**src/rtl/mem_req_sequencer.sv**
```systemverilog
// Sequences pipeline loads/stores onto the data memory's strobe/clk_stall handshake, posting stores in a FIFO.
// Load strobe in the accept cycle, resp 3 cycles later; store strobe 1 cycle after accept; ready drops on full FIFO or undrained load.
module mem_req_sequencer #(
    parameter int FIFO_DEPTH    = 4,
    parameter int FIFO_AW       = 2,
    parameter int STALL_TIMEOUT = 8
) (
    input  logic        i_clk,
    input  logic        i_reset,
    input  logic        i_req_valid,
    output logic        o_req_ready,
    input  logic        i_req_write,
    input  logic [31:0] i_req_addr,
    input  logic [31:0] i_req_wdata,
    input  logic [3:0]  i_req_sign_mask,
    output logic        o_resp_valid,
    output logic [31:0] o_resp_rdata,
    output logic [31:0] o_mem_addr,
    output logic [31:0] o_mem_write_data,
    output logic        o_mem_memwrite,
    output logic        o_mem_memread,
    output logic [3:0]  o_mem_sign_mask,
    input  logic [31:0] i_mem_read_data,
    input  logic        i_mem_stall,
    output logic        o_busy,
    output logic        o_err_timeout
);

    localparam int TW = $clog2(STALL_TIMEOUT + 1);

    typedef struct packed {
        logic [31:0] addr;
        logic [31:0] wdata;
        logic [3:0]  mask;
    } mreq_t;

    typedef enum logic [1:0] {
        IDLE      = 2'd0,
        WAIT_RISE = 2'd1,
        WAIT_FALL = 2'd2
    } state_t;

    state_t             r_state;
    state_t             w_state_nxt;
    mreq_t              r_fifo [FIFO_DEPTH];
    logic [FIFO_AW-1:0] r_wr_ptr;
    logic [FIFO_AW-1:0] r_rd_ptr;
    logic [FIFO_AW:0]   r_count;
    mreq_t              r_hold;
    mreq_t              w_req;
    mreq_t              w_cur;
    logic               r_is_load;
    logic [TW-1:0]      r_tmo;
    logic [31:0]        r_rdata;
    logic               r_err;
    logic               w_fifo_empty;
    logic               w_fifo_full;
    logic               w_push;
    logic               w_pop;
    logic               w_load_acc;
    logic               w_rise_tmo;
    logic               w_fall_done;

    assign w_req        = {i_req_addr, i_req_wdata, i_req_sign_mask};
    assign w_fifo_empty = (r_count == '0);
    assign w_fifo_full  = (r_count == (FIFO_AW + 1)'(FIFO_DEPTH));

    // Ready uses the registered count only, so a same-cycle pop never frees a slot.
    assign o_req_ready  = !i_reset && (i_req_write ? !w_fifo_full
                                                   : (w_fifo_empty && r_state == IDLE));
    assign w_push       = i_req_valid && o_req_ready && i_req_write;
    assign w_load_acc   = i_req_valid && o_req_ready && !i_req_write;
    assign w_pop        = !i_reset && (r_state == IDLE) && !w_fifo_empty;
    assign w_rise_tmo   = (r_state == WAIT_RISE) && !i_mem_stall && (r_tmo == TW'(STALL_TIMEOUT - 1));
    assign w_fall_done  = (r_state == WAIT_FALL) && !i_mem_stall;

    always_ff @(posedge i_clk) begin
        if (i_reset) begin
            r_state <= IDLE;
        end else begin
            r_state <= w_state_nxt;
        end
    end

    always_comb begin
        w_state_nxt = r_state;
        case (r_state)
            IDLE: begin
                if (w_pop || w_load_acc) w_state_nxt = WAIT_RISE;
            end
            WAIT_RISE: begin
                if (i_mem_stall)     w_state_nxt = WAIT_FALL;
                else if (w_rise_tmo) w_state_nxt = IDLE;
            end
            WAIT_FALL: begin
                if (!i_mem_stall) w_state_nxt = IDLE;
            end
            default: w_state_nxt = IDLE;
        endcase
    end

    always_comb begin
        w_cur          = r_hold;
        o_mem_memwrite = 1'b0;
        o_mem_memread  = 1'b0;
        o_resp_valid   = 1'b0;
        o_resp_rdata   = r_rdata;
        case (r_state)
            IDLE: begin
                if (w_pop) begin
                    w_cur          = r_fifo[r_rd_ptr];
                    o_mem_memwrite = 1'b1;
                end else if (w_load_acc) begin
                    w_cur          = w_req;
                    o_mem_memread  = 1'b1;
                end
            end
            WAIT_RISE: begin
                // A timed-out load still completes, with zero data.
                if (w_rise_tmo && r_is_load) begin
                    o_resp_valid = 1'b1;
                    o_resp_rdata = '0;
                end
            end
            WAIT_FALL: begin
                if (w_fall_done && r_is_load) begin
                    o_resp_valid = 1'b1;
                    o_resp_rdata = i_mem_read_data;
                end
            end
            default: ;
        endcase
        if (i_reset) begin
            w_cur        = '0;
            o_resp_valid = 1'b0;
            o_resp_rdata = '0;
        end
    end

    assign o_mem_addr       = w_cur.addr;
    assign o_mem_write_data = w_cur.wdata;
    assign o_mem_sign_mask  = w_cur.mask;
    assign o_busy           = !i_reset && (!w_fifo_empty || r_state != IDLE);
    assign o_err_timeout    = r_err;

    always_ff @(posedge i_clk) begin
        if (w_push) r_fifo[r_wr_ptr] <= w_req;
    end

    always_ff @(posedge i_clk) begin
        if (i_reset) begin
            r_wr_ptr  <= '0;
            r_rd_ptr  <= '0;
            r_count   <= '0;
            r_hold    <= '0;
            r_is_load <= 1'b0;
            r_tmo     <= '0;
            r_rdata   <= '0;
            r_err     <= 1'b0;
        end else begin
            if (w_push) r_wr_ptr <= r_wr_ptr + FIFO_AW'(1);
            if (w_pop)  r_rd_ptr <= r_rd_ptr + FIFO_AW'(1);
            r_count <= r_count + (FIFO_AW + 1)'(w_push) - (FIFO_AW + 1)'(w_pop);
            if (w_pop || w_load_acc) begin
                r_hold    <= w_cur;
                r_is_load <= w_load_acc;
                r_tmo     <= '0;
            end else if (r_state == WAIT_RISE) begin
                r_tmo <= r_tmo + TW'(1);
            end
            if (o_resp_valid) r_rdata <= o_resp_rdata;
            if (w_rise_tmo)   r_err   <= 1'b1;
        end
    end

endmodule

```
**config.mk**
```make
export PLATFORM = sky130hd
export DESIGN_NAME = mem_req_sequencer
export DESIGN_NICKNAME = d
export VERILOG_FILES = /design/src/rtl/mem_req_sequencer.sv
export SDC_FILE = /design/constraint.sdc
export NUM_CORES = 1
export LEC_CHECK = 0
export CORE_ASPECT_RATIO = 1.4
export CORE_MARGIN = 3
export CORE_UTILIZATION = 55
export CTS_BUF_LIST = sky130_fd_sc_hd__clkbuf_2
export CTS_CLUSTER_DIAMETER = 40
export DETAILED_ROUTE_END_ITERATION = 8
export GPL_TIMING_DRIVEN = 0
export PLACE_DENSITY = 0.77
export SLEW_MARGIN = 20
export SYNTH_ARGS = -nofsm -noshare
export SYNTH_HDL_FRONTEND = slang
export SYNTH_SLANG_ARGS = --single-unit
```
**constraint.sdc**
```tcl
create_clock -name i_clk -period 7.7 [get_ports i_clk]
set_clock_uncertainty 0.1 [all_clocks]
set_input_delay 1.155 -clock i_clk [delete_from_list [all_inputs] [get_ports i_clk]]
set_output_delay 1.155 -clock i_clk [all_outputs]
set_load 0.02 [all_outputs]
```
==> flow_metrics.py, run 1 <==
metrics = {
    "outcome": {
        "status": "complete, no violations",
    },
    "clock_network": {
        "clk_latency_ns": 0.89,
        "clkTransAtPathRegs_ns": 0.09,
        "cts_htree_levels": 3,
        "cts_made_buffers": 89,
        "root_buffer": "clkbuf_2",
        "clockBufferDepth": 3,
        "post_cts_resized": 0,
        "cts.sinks": 389,
        "cts_setup_buffers": 0,
        "cts_hold_buf": 0,
        "cts_tree": "done",
    },
    "detailed_routing": {
        "first_pass_iters": 6,
        "drtIter0Drc": 600,
        "avgViaCountPerCell": 5.69,
        "drc_errors": 0,
        "vias": 10100,
        "ant_nets": 0,
        "routed_wl_um": 36000,
        "routedWlPerCell_um": 20.2,
    },
    "global_routing": {
        "grt_overflow": 0,
        "grt_max_degree": 44,
        "grt_pass1_vias": 10600,
        "antenna_found_initial": 6,
        "grtUsageTotal_pct": 24.3,
        "grt_pass1_wl_um": 56100,
    },
    "place": {
        "hpwl_um": 23200,
        "place_ws_ns": 2.30,
        "portBuffers": 209,
        "gp_congestion": 0.833,
    },
    "timing": {
        "tightest_slew_ns": 0.701,
        "finalSetupTns_ns": 0,
        "finalCritPeriodShare_pct": 71.1,
        "hold_viol": 0,
        "fin_crit_ns": 5.47,
        "clock.fmax_mhz": 183,
        "slew_headroom_pct": 53.3,
        "drv_slew": 0,
        "layout_setup_ws_ns": 2.23,
        "setup_viol": 0,
        "rsz0062_at_grt": "no",
    },
    "power": {
        "pwr-share-seq_pct": 41.6,
        "p_int_mw": 4.01,
        "total_power_mw": 6.14,
        "p_sw_share_pct": 34.6,
        "p_clk_share_pct": 22.2,
        "powerDensity_nw_per_um2": 329,
        "vdd_ir_drop_max_v": 0.000213,
        "pwr-share-comb_pct": 36.2,
        "p_switching_mw": 2.12,
        "p_leak_nw": 6.30,
    },
    "synth": {
        "seq_area_frac_synth_pct": 69.5,
        "synth-seq-cells": 389,
        "syn_inst": 1029,
        "synth_area_leaders": "edfxtp_1, dfxtp_1, mux4_2",
        "yosys.area.top_type": "edfxtp_1",
        "synth_area_per_cell_um2": 14.7,
        "syn-cell-area_um2": 15100,
        "synth_flop_cell": "edfxtp_1",
        "synth.distinct_cells": 41,
        "syn-num-nets": 1146,
        "yosysWarningCount": 0,
        "synthTopCellsByCount": "edfxtp_1, nor3_1, dfxtp_1",
        "synth_most_common_cell": "edfxtp_1",
        "synthArstFlopShare_pct": 0,
        "yosysTopAreaCellShare_pct": 54.0,
        "synth-edff-count": 272,
    },
    "final_layout": {
        "syn2layout_area_growth_pct": 23.5,
        "drive_above_1_share_pct": 17.8,
        "fin_util_pct": 69.2,
        "fin_nets": 1450,
    },
    "die": {
        "ioPinCount": 211,
        "die_y_um": 202,
        "die_area_um2": 29500,
        "die_w_um": 146,
        "initial_core_util_pct": 56.0,
        "core_area_um2": 27000,
        "row_count": 71,
    },
    "worst_hold_path": {
        "min_to": "r_rdata[12]",
        "holdPathStages": 2,
        "hp-class": "flip-flop to flip-flop",
        "holdCritStartpoint": "r_rdata[12]",
    },
    "critical_path": {
        "r2r_cells": 14,
        "cp-start-kind": "input port",
        "critPathKind": "input port to primary output",
        "r2r_start": "r_state[1]",
        "path_max_fanout": 10,
        "arrival_ns": 4.22,
        "cp_data_required_time_ns": 6.44,
        "r2r_end": "r_count[2]",
        "cp-end-kind": "primary output",
        "r2r_slack_ns": 4.26,
    },
    "flow_run": {
        "max-cap-violations": 0,
    },
}
[per-stage QoR]
step / area (um^2) / cells / hold WS (ns)
floorplan: 15100 / 1029 / 0.339
finish: 18700 / 1778 / 0.369
CTS: 18700 / 1773 / 0.372
global route: 18700 / 1778 / 0.386
detailed placement: 17800 / 1607 / 0.354
global placement: 17700 / 1603 / 0.346
[layout make-up]
cell class              count  area [um^2]
clock buffers             140          701
inverters                  12         45.0
well taps                 365          457
plain buffers              75          327
diodes                      5         12.5
clock inverters            26          184
multi-input cells         553         4250
repair buffers            213         2190
fillers                  1947         8330
flip-flops and latches    389        10500
[kinds of logic (layout without fill, tap and decap cells)]
group,count (synthesis),in the layout,synth area share [%]
mux,72,72,10.4
simple gates,312,312,9.33
xor+xnor,8,8,0.463
compound gates,149,149,6.79
flops,389,389,69.5
other cells,0,5,0
fa+ha+maj,12,12,1.04
buf+inv,87,466,2.46
[state kept, by name (all words and copies together) (netlist names), named ones only]
signal and cells:
o_err_timeout 1, r_count 3, r_fifo 272, r_hold 68, r_is_load 1, r_rd_ptr 2, r_rdata 32, r_state 2
r_tmo 4, r_wr_ptr 2
[layout by cell type, fill, tap and decap left out, types with 4 or more instances in the layout]
cell type        count
a21oi_1              6
edfxtp_1           272
nand2_1             70
buf_4                4
diode_2              5
and2_4               4
clkinv_1            18
nor3_1             136
nand2b_1             4
clkbuf_1            46
inv_1               12
ha_1                11
buf_2               18
dfxtp_1            117
nor2_1              85
buf_1                6
mux4_2              68
xnor2_1              5
a32o_1              32
mux2i_1              4
o21ai_0             15
clkbuf_2           140
o22ai_1             67
clkdlybuf4s50_1    209
o21ai_1             19
[power by group through the flow]
stage / sequential, mW / combinational [mW] / clock (mW)
floorplan: 2.58 / 1.39 / 0
CTS: 2.55 / 2.22 / 1.41
global placement: 2.59 / 2.17 / 0
global route: 2.57 / 2.38 / 1.51
finish: 2.55 / 2.22 / 1.36
detailed placement: 2.60 / 2.20 / 0
[worst max-delay path: stages]
cell             delay [ns]
clkdlybuf4s50_1        0.44
nor2b_1                0.21
nand3_1                0.42
clkbuf_1               0.52
buf_2                  0.37
nor2_1                 0.09
nor3_1                 0.33
clkdlybuf4s50_1        0.69
[layer usage]
layer,track usage [%],share of wire [%]
met5,0,0.036
met4,11.6,2.8
met1,28.6,38
met2,42.0,52
met3,5.81,7.1
[worst max path at each step]
| stage | startpoint | end | slack, ns |
|---|---|---|---|
| global placement | i_req_write | r_fifo[2][29] | 1.98 |
| detailed placement | i_req_write | o_mem_write_data[5] | 2.30 |
| finish | i_req_valid | o_mem_write_data[6] | 2.23 |
| global route | r_state[1] | o_mem_write_data[7] | 2.20 |
| floorplan | i_reset | o_mem_addr[0] | 3.72 |
| CTS | r_state[1] | o_mem_write_data[5] | 2.25 |
(Power assumes the default switching activity.)
==> run 2: changes to the inputs <==
Settings changed: CORE_UTILIZATION 55 to 51, PLACE_DENSITY 0.77 to 0.75.
Clock period 7.7 ns to 4.9 ns, I/O delays scaled along.
==> flow_metrics.py, run 2 (synthesis results as in run 1) <==
metrics = {
    "power": {
        "p_leak_nw": 6.29,
        "total_power_mw": 9.55,
        "vdd_ir_drop_max_v": 0.000306,
        "powerDensity_nw_per_um2": 512,
    },
    "critical_path": {
        "r2r_slack_ns": 1.64,
        "critPathKind": "flip-flop to primary output",
        "path_max_fanout": 10,
        "cp-start-kind": "flip-flop",
        "r2r_start": "r_state[1]",
        "r2r_end": "r_count[2]",
        "r2r_cells": 14,
        "cp_data_required_time_ns": 4.07,
        "cp-end-kind": "primary output",
        "arrival_ns": 3.84,
    },
    "detailed_routing": {
        "first_pass_iters": 5,
        "drc_errors": 0,
        "routed_wl_um": 36600,
        "avgViaCountPerCell": 5.65,
        "ant_nets": 0,
        "drtIter0Drc": 712,
        "vias": 10100,
        "routedWlPerCell_um": 20.5,
    },
    "die": {
        "initial_core_util_pct": 52.5,
        "die_area_um2": 31800,
        "die_y_um": 210,
        "row_count": 73,
        "die_w_um": 152,
        "core_area_um2": 28800,
        "ioPinCount": 211,
    },
    "final_layout": {
        "fillers": 2224,
        "drive_above_1_share_pct": 18.2,
        "largest_register_ffs": 272,
        "max_flop_register": "r_fifo",
        "fin_nets": 1451,
        "reg_top3": "r_fifo: 272 flops, r_hold: 68 flops, r_rdata: 32 flops",
        "final_common_cell": "edfxtp_1",
        "syn2layout_area_growth_pct": 23.3,
        "fin_util_pct": 64.8,
        "final_cell_mix": "edfxtp_1, clkdlybuf4s50_1, clkbuf_2",
        "final_area_um2": 18600,
    },
    "global_routing": {
        "grt_pass1_wl_um": 56900,
        "grt_overflow": 0,
        "grtUsageTotal_pct": 23.2,
        "grt_pass1_vias": 10800,
        "grt_max_degree": 38,
        "antenna_found_initial": 5,
    },
    "clock_network": {
        "cts_tree": "done",
        "cts_setup_buffers": 0,
        "cts_htree_levels": 3,
        "cts.sinks": 389,
        "cts_made_buffers": 90,
        "clockBufferDepth": 3,
        "cts_hold_buf": 0,
        "clkTransAtPathRegs_ns": 0.11,
        "clk_latency_ns": 0.92,
        "root_buffer": "clkbuf_2",
    },
    "outcome": {
        "status": "complete, no violations",
    },
    "timing": {
        "setup_viol": 0,
        "fin_crit_ns": 4.67,
        "tightest_slew_ns": 0.705,
        "clock.fmax_mhz": 214,
        "hold_viol": 0,
        "slew_headroom_pct": 53.0,
        "finalCritPeriodShare_pct": 95.4,
        "finalSetupTns_ns": 0,
        "drv_slew": 0,
        "rsz0062_at_grt": "no",
    },
    "worst_hold_path": {
        "holdPathStages": 3,
        "hp-class": "input port to flip-flop",
        "holdCritStartpoint": "i_mem_read_data[19]",
        "min_to": "r_rdata[19]",
    },
    "place": {
        "hpwl_um": 23500,
        "placed_area_um2": 17800,
        "gp_congestion": 0.779,
        "portBuffers": 209,
    },
    "flow_run": {
        "max-cap-violations": 0,
    },
}
[run 2: cell types whose count changed in the layout (fill, tap and decap cells not counted), sizes merged]
cell | previous run | this run
clkbuf | 186 | 187
clkinv | 21 | 26
diode | 5 | 4
buf | 33 | 31
bufinv | 3 | 1
[run 2: cell type report]
| cell class | count | area [um^2] | area share (%) |
|---|---|---|---|
| tap | 375 | 469 | 2.52 |
| multi-input combinational | 553 | 4250 | 22.8 |
| timing repair buffer | 213 | 2180 | 11.7 |
| clock inverter | 29 | 144 | 0.772 |
| sequential | 389 | 10500 | 56.4 |
| clock buffer | 139 | 696 | 3.73 |
| antenna | 4 | 10.0 | 0.0537 |
| inverter | 12 | 45.0 | 0.242 |
| buffer | 75 | 333 | 1.79 |
[run 2: power breakdown]
group / internal, mW / leakage (nW) / switching (mW)
Clock: 0.809 / 0.657 / 1.23
Sequential: 3.89 / 3.42 / 0.124
Combinational: 1.51 / 2.22 / 1.99
Total: 6.21 / 6.29 / 3.34
[run 2: stage by stage]
step	cells	setup WS [ns]	hold slack, ns
after floorplan	1029	1.48	0.339
after global placement	1613	-0.392	0.349
after detailed placement	1617	0.326	0.353
after CTS	1785	0.0739	0.212
after global routing	1788	0.0102	0.242
final	1789	0.226	0.300
[run 2: how the worst max path moves through the flow]
stage / from / end / slack [ns] / depth (start not counted)
detailed placement: i_req_valid / o_mem_write_data[6] / 0.33 / 8
global route: r_state[1] / o_mem_write_data[6] / 0.01 / 10
global placement: i_req_write / r_fifo[0][42] / -0.39 / 4
CTS: r_state[0] / o_mem_write_data[6] / 0.07 / 9
floorplan: i_reset / r_fifo[0][0] / 1.48 / 3
finish: r_state[1] / o_mem_write_data[6] / 0.23 / 10
[run 2: critical path, cell delays in order (launching register included)]
cell             delay [ns]
dfxtp_1                0.39
inv_1                  0.10
ha_1                   0.18
buf_2                  0.18
o31a_1                 0.19
nand2_2                0.22
buf_2                  0.31
clkbuf_4               0.29
o22ai_1                0.10
nor3_1                 0.27
clkdlybuf4s50_1        0.68
[run 2: layer usage]
metal	track usage [%]	share of wire, %
met1	26.2	37
met2	41.5	53
met3	6.24	7.7
met4	8.56	2.5
met5	0	0.055
[run 2: repair_timing]
| item | 4_1_cts | 5_1_grt |
|---|---|---|
| endpoints found under the setup margin | 8 | 4 |
| gates resized for setup | 3 | 3 |
| pin swaps | 0 | 0 |
